File: src/rtl/alu_operand_stage.sv
// -----------------------------------------------------------------------------
// alu_operand_stage
//
// Two-entry skid stage sitting directly in front of the ALU. Decoded operands
// and ALU control arrive over a valid/ready handshake and are presented
// registered on src1_o/src2_o/ctrl_o together with the destination index and
// write enable. While an entry waits in the stage, a write-back that targets
// one of its source registers replaces the stale operand (forwarding). One
// cycle of downstream stall is absorbed without loss because in_ready_o
// depends only on registered state.
//
// Ports
//   clk_i                  clock, rising edge
//   rst_i                  asynchronous reset, active low
//   flush_i                drop every held entry at the next edge
//   in_valid_i/in_ready_o  upstream handshake
//   in_src1_i, in_src2_i   operands (src2 may be an immediate)
//   in_rs_i, in_rt_i       source indices of src1/src2 (rt==0 for immediates)
//   in_ctrl_i              ALU operation
//   in_rd_i, in_wen_i      destination index and write enable
//   fwd_valid_i            write-back in progress this cycle
//   fwd_rd_i, fwd_data_i   write-back destination and value
//   out_valid_o/out_ready_i downstream handshake
//   src1_o, src2_o, ctrl_o operands and control to the ALU
//   rd_o, wen_o            destination carried alongside
// -----------------------------------------------------------------------------
module alu_operand_stage #(
    parameter int DATA_W = 32,
    parameter int CTRL_W = 4,
    parameter int REG_AW = 5
) (
    input  logic              clk_i,
    input  logic              rst_i,
    input  logic              flush_i,
    input  logic              in_valid_i,
    output logic              in_ready_o,
    input  logic [DATA_W-1:0] in_src1_i,
    input  logic [DATA_W-1:0] in_src2_i,
    input  logic [REG_AW-1:0] in_rs_i,
    input  logic [REG_AW-1:0] in_rt_i,
    input  logic [CTRL_W-1:0] in_ctrl_i,
    input  logic [REG_AW-1:0] in_rd_i,
    input  logic              in_wen_i,
    input  logic              fwd_valid_i,
    input  logic [REG_AW-1:0] fwd_rd_i,
    input  logic [DATA_W-1:0] fwd_data_i,
    output logic              out_valid_o,
    input  logic              out_ready_i,
    output logic [DATA_W-1:0] src1_o,
    output logic [DATA_W-1:0] src2_o,
    output logic [CTRL_W-1:0] ctrl_o,
    output logic [REG_AW-1:0] rd_o,
    output logic              wen_o
);

    typedef struct packed {
        logic [DATA_W-1:0] src1;
        logic [DATA_W-1:0] src2;
        logic [REG_AW-1:0] rs;
        logic [REG_AW-1:0] rt;
        logic [CTRL_W-1:0] ctrl;
        logic [REG_AW-1:0] rd;
        logic              wen;
    } entry_t;

    // ST_TWO means main and skid are both occupied; skid is never valid alone.
    typedef enum logic [1:0] {
        ST_EMPTY = 2'd0,
        ST_ONE   = 2'd1,
        ST_TWO   = 2'd2
    } state_t;

    state_t state_q, state_d;
    entry_t main_q, main_d;
    entry_t skid_q, skid_d;
    entry_t in_entry, in_fwd, main_fwd, skid_fwd;
    logic   push, pop;

    // Register 0 is hard-wired, so a write-back to it never forwards.
    function automatic logic fwd_hit(input logic              valid,
                                     input logic [REG_AW-1:0] wb_rd,
                                     input logic [REG_AW-1:0] idx);
        return valid && (wb_rd != '0) && (wb_rd == idx);
    endfunction

    // Both operand fields are checked independently; rs==rt patches both.
    function automatic entry_t fwd_patch(input entry_t              e,
                                         input logic                valid,
                                         input logic [REG_AW-1:0]   wb_rd,
                                         input logic [DATA_W-1:0]   wb_data);
        entry_t r;
        r = e;
        if (fwd_hit(valid, wb_rd, e.rs)) r.src1 = wb_data;
        if (fwd_hit(valid, wb_rd, e.rt)) r.src2 = wb_data;
        return r;
    endfunction

    // Ready comes from registered state only, so there is no combinational
    // path from out_ready_i back to in_ready_o.
    assign in_ready_o  = (state_q != ST_TWO);
    assign out_valid_o = (state_q != ST_EMPTY);

    assign push = in_valid_i && in_ready_o;
    assign pop  = out_valid_o && out_ready_i;

    assign in_entry = '{src1: in_src1_i, src2: in_src2_i, rs: in_rs_i,
                        rt: in_rt_i, ctrl: in_ctrl_i, rd: in_rd_i,
                        wen: in_wen_i};

    always_comb begin
        // NOTE: every signal written here gets a default first, so no path
        // leaves a value unassigned and no latch is inferred.
        in_fwd   = fwd_patch(in_entry, fwd_valid_i, fwd_rd_i, fwd_data_i);
        main_fwd = main_q;
        skid_fwd = skid_q;
        if (state_q != ST_EMPTY)
            main_fwd = fwd_patch(main_q, fwd_valid_i, fwd_rd_i, fwd_data_i);
        if (state_q == ST_TWO)
            skid_fwd = fwd_patch(skid_q, fwd_valid_i, fwd_rd_i, fwd_data_i);

        state_d = state_q;
        main_d  = main_fwd;
        skid_d  = skid_fwd;

        unique case (state_q)
            ST_EMPTY: begin
                if (push) begin
                    main_d  = in_fwd;
                    state_d = ST_ONE;
                end
            end
            ST_ONE: begin
                if (push && pop) begin
                    main_d = in_fwd;
                end else if (push) begin
                    skid_d  = in_fwd;
                    state_d = ST_TWO;
                end else if (pop) begin
                    state_d = ST_EMPTY;
                end
            end
            ST_TWO: begin
                // The skid entry moves up carrying any forward seen this cycle.
                if (pop) begin
                    main_d  = skid_fwd;
                    state_d = ST_ONE;
                end
            end
            default: state_d = ST_EMPTY;
        endcase

        // Flush only empties the stage; stored data becomes don't-care and is
        // left as is, so a simultaneous push simply never becomes visible.
        if (flush_i) state_d = ST_EMPTY;
    end

    // NOTE: sequential state uses non-blocking assignments so every register
    // samples the values computed before this edge.
    always_ff @(posedge clk_i or negedge rst_i) begin
        if (!rst_i) begin
            state_q <= ST_EMPTY;
        end else begin
            state_q <= state_d;
        end
    end

    // NOTE: the entry registers are reset as well because the main entry
    // drives the outputs directly and they must read zero out of reset.
    always_ff @(posedge clk_i or negedge rst_i) begin
        if (!rst_i) begin
            main_q <= '0;
            skid_q <= '0;
        end else begin
            main_q <= main_d;
            skid_q <= skid_d;
        end
    end

    assign src1_o = main_q.src1;
    assign src2_o = main_q.src2;
    assign ctrl_o = main_q.ctrl;
    assign rd_o   = main_q.rd;
    assign wen_o  = main_q.wen;

endmodule
File: config.mk
export PLATFORM = sky130hd
export DESIGN_NAME = alu_operand_stage
export DESIGN_NICKNAME = d
export VERILOG_FILES = /design/src/rtl/alu_operand_stage.sv
export SDC_FILE = /design/constraint.sdc
export NUM_CORES = 1
export LEC_CHECK = 0
export BUFFER_PORTS_ARGS = -buffer_cell sky130_fd_sc_hd__buf_2
export CORE_MARGIN = 2
export CORE_UTILIZATION = 50
export DETAILED_ROUTE_END_ITERATION = 8
export PLACE_DENSITY = 0.84
export SETUP_SLACK_MARGIN = 0.15
export SLEW_MARGIN = 25
export SYNTH_ARGS = -nofsm -noshare
export SYNTH_HDL_FRONTEND = slang
export SYNTH_SLANG_ARGS = --single-unit
File: constraint.sdc
create_clock -name clk_i -period 6.5 [get_ports clk_i]
set_input_delay 0.325 -clock clk_i [delete_from_list [all_inputs] [get_ports clk_i]]
set_output_delay 0.325 -clock clk_i [all_outputs]
set_load 0.05 [all_outputs]
==> flow_metrics.env <==
export IMPL_worstPathBufferInverterCount=2
export IMPL_cts_inserted_buffers=17
export IMPL_netlist_top_cells_area="sky130_fd_sc_hd__dfrtp_1, sky130_fd_sc_hd__mux2i_1, sky130_fd_sc_hd__o221ai_1, sky130_fd_sc_hd__nor2_1, sky130_fd_sc_hd__o22ai_1"
export IMPL_rows=51
export IMPL_global_route_overflow=0
export IMPL_final_util_pct=60.1
export IMPL_cp_top_family="simple AND/OR/NAND/NOR gates"
export IMPL_average_cell_area_after_synthesis_um2=9.76
export IMPL_worst_slew_pin_transition_ns=1.04
export IMPL_clk_pin_slew_worst_paths_ns=0.07
export IMPL_post_dp_hpwl_mm=19.3
export IMPL_resized_after_cts=0
export IMPL_detail_route_antenna_nets=0
export IMPL_crit_required_ns=6.86
export IMPL_cts_root_to_sink_buffers=2
export IMPL_status="finished, final reports clean"
export IMPL_timing_clock_skew_ns=0.0105
export IMPL_core_area_mm2=0.0196
export IMPL_area_growth_syn_to_layout_pct=17.3
export IMPL_maxSlewHeadroom_pct=30.5
export IMPL_worst_setup_path_start_kind="flip-flop"
export IMPL_htree_levels=4
export IMPL_netlist_area_leader_share_pct=42.4
export IMPL_finalMaxSlewViolations=0
export IMPL_synth_seq_area_share_pct=42.4
export IMPL_synth_largest_area_cell="sky130_fd_sc_hd__dfrtp_1"
export IMPL_cp_slowest_cell="sky130_fd_sc_hd__or2_2"
export IMPL_fillers=1600
export IMPL_power_leakage_nw=4.91
export IMPL_synthesis_yosys_warnings=0
export IMPL_synth_cells_most_frequent="sky130_fd_sc_hd__dfrtp_1, sky130_fd_sc_hd__nor2_1, sky130_fd_sc_hd__mux2i_1"
export IMPL_initial_core_util_pct=51.2
export IMPL_grt_use_total_pct=29.0
export IMPL_proportion_of_synthesized_flip_flops_having_asynchronous_set_or_reset_pct=100
export IMPL_timing_worst_setup_path_type="reg -> reg"
export IMPL_cellInternalPower_mw=2.27
export IMPL_power_sequential_fraction_pct=40.7
export IMPL_postSynthCellCount=1028
export IMPL_grt_setup_unrepaired="false"
export IMPL_die_h_um=146
export IMPL_grt_start_max_net_pins=109
export IMPL_cts_post_setup_buffers_inserted=0
export IMPL_worstSkewPairLatency_ns=0.44
export IMPL_min_path_type="in -> async"
export IMPL_route_vias_total=9166
export IMPL_remaining_drc_errors=0
export IMPL_die_w_um=146
export IMPL_share_of_final_layout_standard_cells_stronger_than_drive_strength_1_pct=27.6
export IMPL_max_freq_ghz=0.314
export IMPL_ys_types=35
export IMPL_synthesized_flop_and_latch_total=170
export IMPL_finish_net_count=1274
export IMPL_clock_tree_root_driver_cell="sky130_fd_sc_hd__clkbuf_16"
export IMPL_synthesis_area_mm2=0.0100
export IMPL_critical_path_arrival_ns=3.54
export IMPL_drt_iter0_markers=1001
export IMPL_number_of_antenna_violations_at_the_first_check_in_global_routing=11
export IMPL_finalSetupViolCount=0
export IMPL_edff_count_synth=0
export IMPL_hold_worst_slack_ns=0.0138
export IMPL_place_port_buffers=202
export IMPL_route_final_wire_length_mm=31.2
export IMPL_clockPowerShare_pct=30.3
export IMPL_detailedPlace_worstSlack_ns=3.34
export IMPL_layout_min_cycle_time_ns=3.18
export IMPL_p_sw_share_pct=36.4
export IMPL_crit_fanout=34
export IMPL_via_count_of_the_first_global_routing_pass=9113
export IMPL_switchingPower_mw=1.30
export IMPL_critical_path_endpoint_type="flip-flop"
export IMPL_final_cell_count_without_fillers=1435
export IMPL_post_drt_wl_per_cell_um=21.7
export IMPL_final_setup_worst_slack_ns=3.32
export IMPL_finalHoldViolCount=0
export IMPL_critical_path_cell_chain="nor2b_1, inv_1, nor4_4, buf_4, or2_2, o22ai_1, nor2_1"
export IMPL_cts_tree="yes"
export IMPL_mappedNetlistNets=1155
export IMPL_yosysMostFrequentCell="sky130_fd_sc_hd__dfrtp_1"
export IMPL_total_negative_slack_ns=0
export IMPL_crit_path_max_incr_delay_ns=0.78
export IMPL_comb_power_share_pct=29.0
export IMPL_drv_max_cap_violation_count=0
export IMPL_io_pin_count=203
export IMPL_gpl_final_weighted_congestion=0.854
export IMPL_first_pass_iters=7
export IMPL_clkSinkCount=170
export IMPL_irDropWorstVdd_mv=0.186
export IMPL_routed_via_density=6.39
export IMPL_dieArea_mm2=0.0212
export IMPL_ys_flop_type="sky130_fd_sc_hd__dfrtp_1"
export IMPL_hold_buffers=0
export IMPL_placed_cells=1391
export IMPL_grt_pass1_wl_mm=48.9
export IMPL_cellPowerDensity_mw_per_mm2=303
export IMPL_post_route_period_util_pct=49.0
## final cells by class
cell class / instances / area [um2] / area share [%]
multi-input cells: 735 / 5340 / 45.3
well taps: 265 / 332 / 2.82
inverters: 4 / 15.0 / 0.128
repair buffers: 219 / 1190 / 10.1
clock buffers: 18 / 429 / 3.65
diodes: 10 / 25.0 / 0.213
flip-flops and latches: 170 / 4250 / 36.1
clock inverters: 14 / 188 / 1.59
## stage by stage
step | cell area [um2] | power [mW]
after floorplan | 10000 | 2.19
after global placement | 11100 | 2.43
after detailed placement | 11100 | 2.48
after CTS | 11700 | 3.56
after global routing | 11800 | 3.72
final | 11800 | 3.57
## placed cells by master, fill, tap and decap left out, types with 3 or more instances in the layout
| cell | Yosys | routed |
|---|---|---|
| sky130_fd_sc_hd__a21oi_1 | 23 | 20 |
| sky130_fd_sc_hd__inv_8 | 0 | 3 |
| sky130_fd_sc_hd__nand3_1 | 7 | 7 |
| sky130_fd_sc_hd__a222oi_1 | 18 | 18 |
| sky130_fd_sc_hd__or2_2 | 3 | 3 |
| sky130_fd_sc_hd__nand2_1 | 73 | 71 |
| sky130_fd_sc_hd__clkinv_4 | 0 | 3 |
| sky130_fd_sc_hd__buf_2 | 28 | 201 |
| sky130_fd_sc_hd__a21o_1 | 20 | 20 |
| sky130_fd_sc_hd__a22oi_1 | 20 | 20 |
| sky130_fd_sc_hd__clkbuf_16 | 0 | 17 |
| sky130_fd_sc_hd__mux2_2 | 45 | 45 |
| sky130_fd_sc_hd__o22a_1 | 22 | 22 |
| sky130_fd_sc_hd__nor2_1 | 156 | 152 |
| sky130_fd_sc_hd__o22ai_1 | 82 | 82 |
| sky130_fd_sc_hd__nor4_4 | 1 | 3 |
| sky130_fd_sc_hd__dfrtp_1 | 170 | 170 |
| sky130_fd_sc_hd__xnor2_1 | 26 | 26 |
| sky130_fd_sc_hd__o221ai_1 | 67 | 67 |
| sky130_fd_sc_hd__diode_2 | 0 | 10 |
| sky130_fd_sc_hd__buf_4 | 10 | 14 |
| sky130_fd_sc_hd__xor2_1 | 4 | 4 |
| sky130_fd_sc_hd__mux2i_1 | 150 | 149 |
| sky130_fd_sc_hd__bufinv_16 | 0 | 3 |
| sky130_fd_sc_hd__nor2_2 | 1 | 3 |
| sky130_fd_sc_hd__inv_1 | 3 | 3 |
## routing by layer
layer  vias to the layer above  GRT usage (%)  routed length (um)  share of wire, %
met2                       510           46.0               14800                47
met4                         2           13.9                 836               2.7
met5                         -              0                  13             0.042
li1                       4055              -                   -                 -
met3                        69           7.49                3030               9.7
met1                      4530           37.1               12600                40
## power groups by stage
stage | registers [mW] | clock network (mW) | logic [mW]
after global placement | 1.45 | 0 | 0.988
after CTS | 1.44 | 1.09 | 1.03
after detailed placement | 1.46 | 0 | 1.02
final | 1.45 | 1.08 | 1.03
after global routing | 1.47 | 1.14 | 1.11
after floorplan | 1.66 | 0 | 0.521
## worst reg2reg max path, cell delays in order (launching register included)
cell	delay, ns
sky130_fd_sc_hd__dfrtp_1	0.49
sky130_fd_sc_hd__nor2b_1	0.33
sky130_fd_sc_hd__inv_1	0.23
sky130_fd_sc_hd__nor4_4	0.31
sky130_fd_sc_hd__buf_4	0.60
sky130_fd_sc_hd__or2_2	0.79
sky130_fd_sc_hd__o22ai_1	0.22
sky130_fd_sc_hd__nor2_1	0.14
## final timing paths
path / from / to / slack, ns / cells after the start
min: rst_i / skid_q[2] / 0.01 / 1
min in group clk_i: flush_i / state_q[0] / 0.06 / 2
max reg2reg: state_q[0] / skid_q[39] / 3.32 / 7
max in group asynchronous: rst_i / state_q[1] / 5.13 / 2
min reg2reg: rd_o[1] / rd_o[1] / 0.47 / 2
max: state_q[0] / skid_q[39] / 3.32 / 7
## logic make-up after synthesis
group | share of synthesized area [%]
AND/OR/NAND/NOR | 10.4
AO/OA/AOI/OAI | 19.2
buffers and inverters | 5.40
multiplexers | 20.0
flip-flops | 42.4
XOR/XNOR | 2.62
## flip-flops by register name (all words and copies together), names as in the netlist
signal and count:
rd_o 5, main_q 10, src1_o 32, wen_o 1, state_q 2, src2_o 32, ctrl_o 4, skid_q 84
Note: power is estimated with default switching activity, not from simulation.
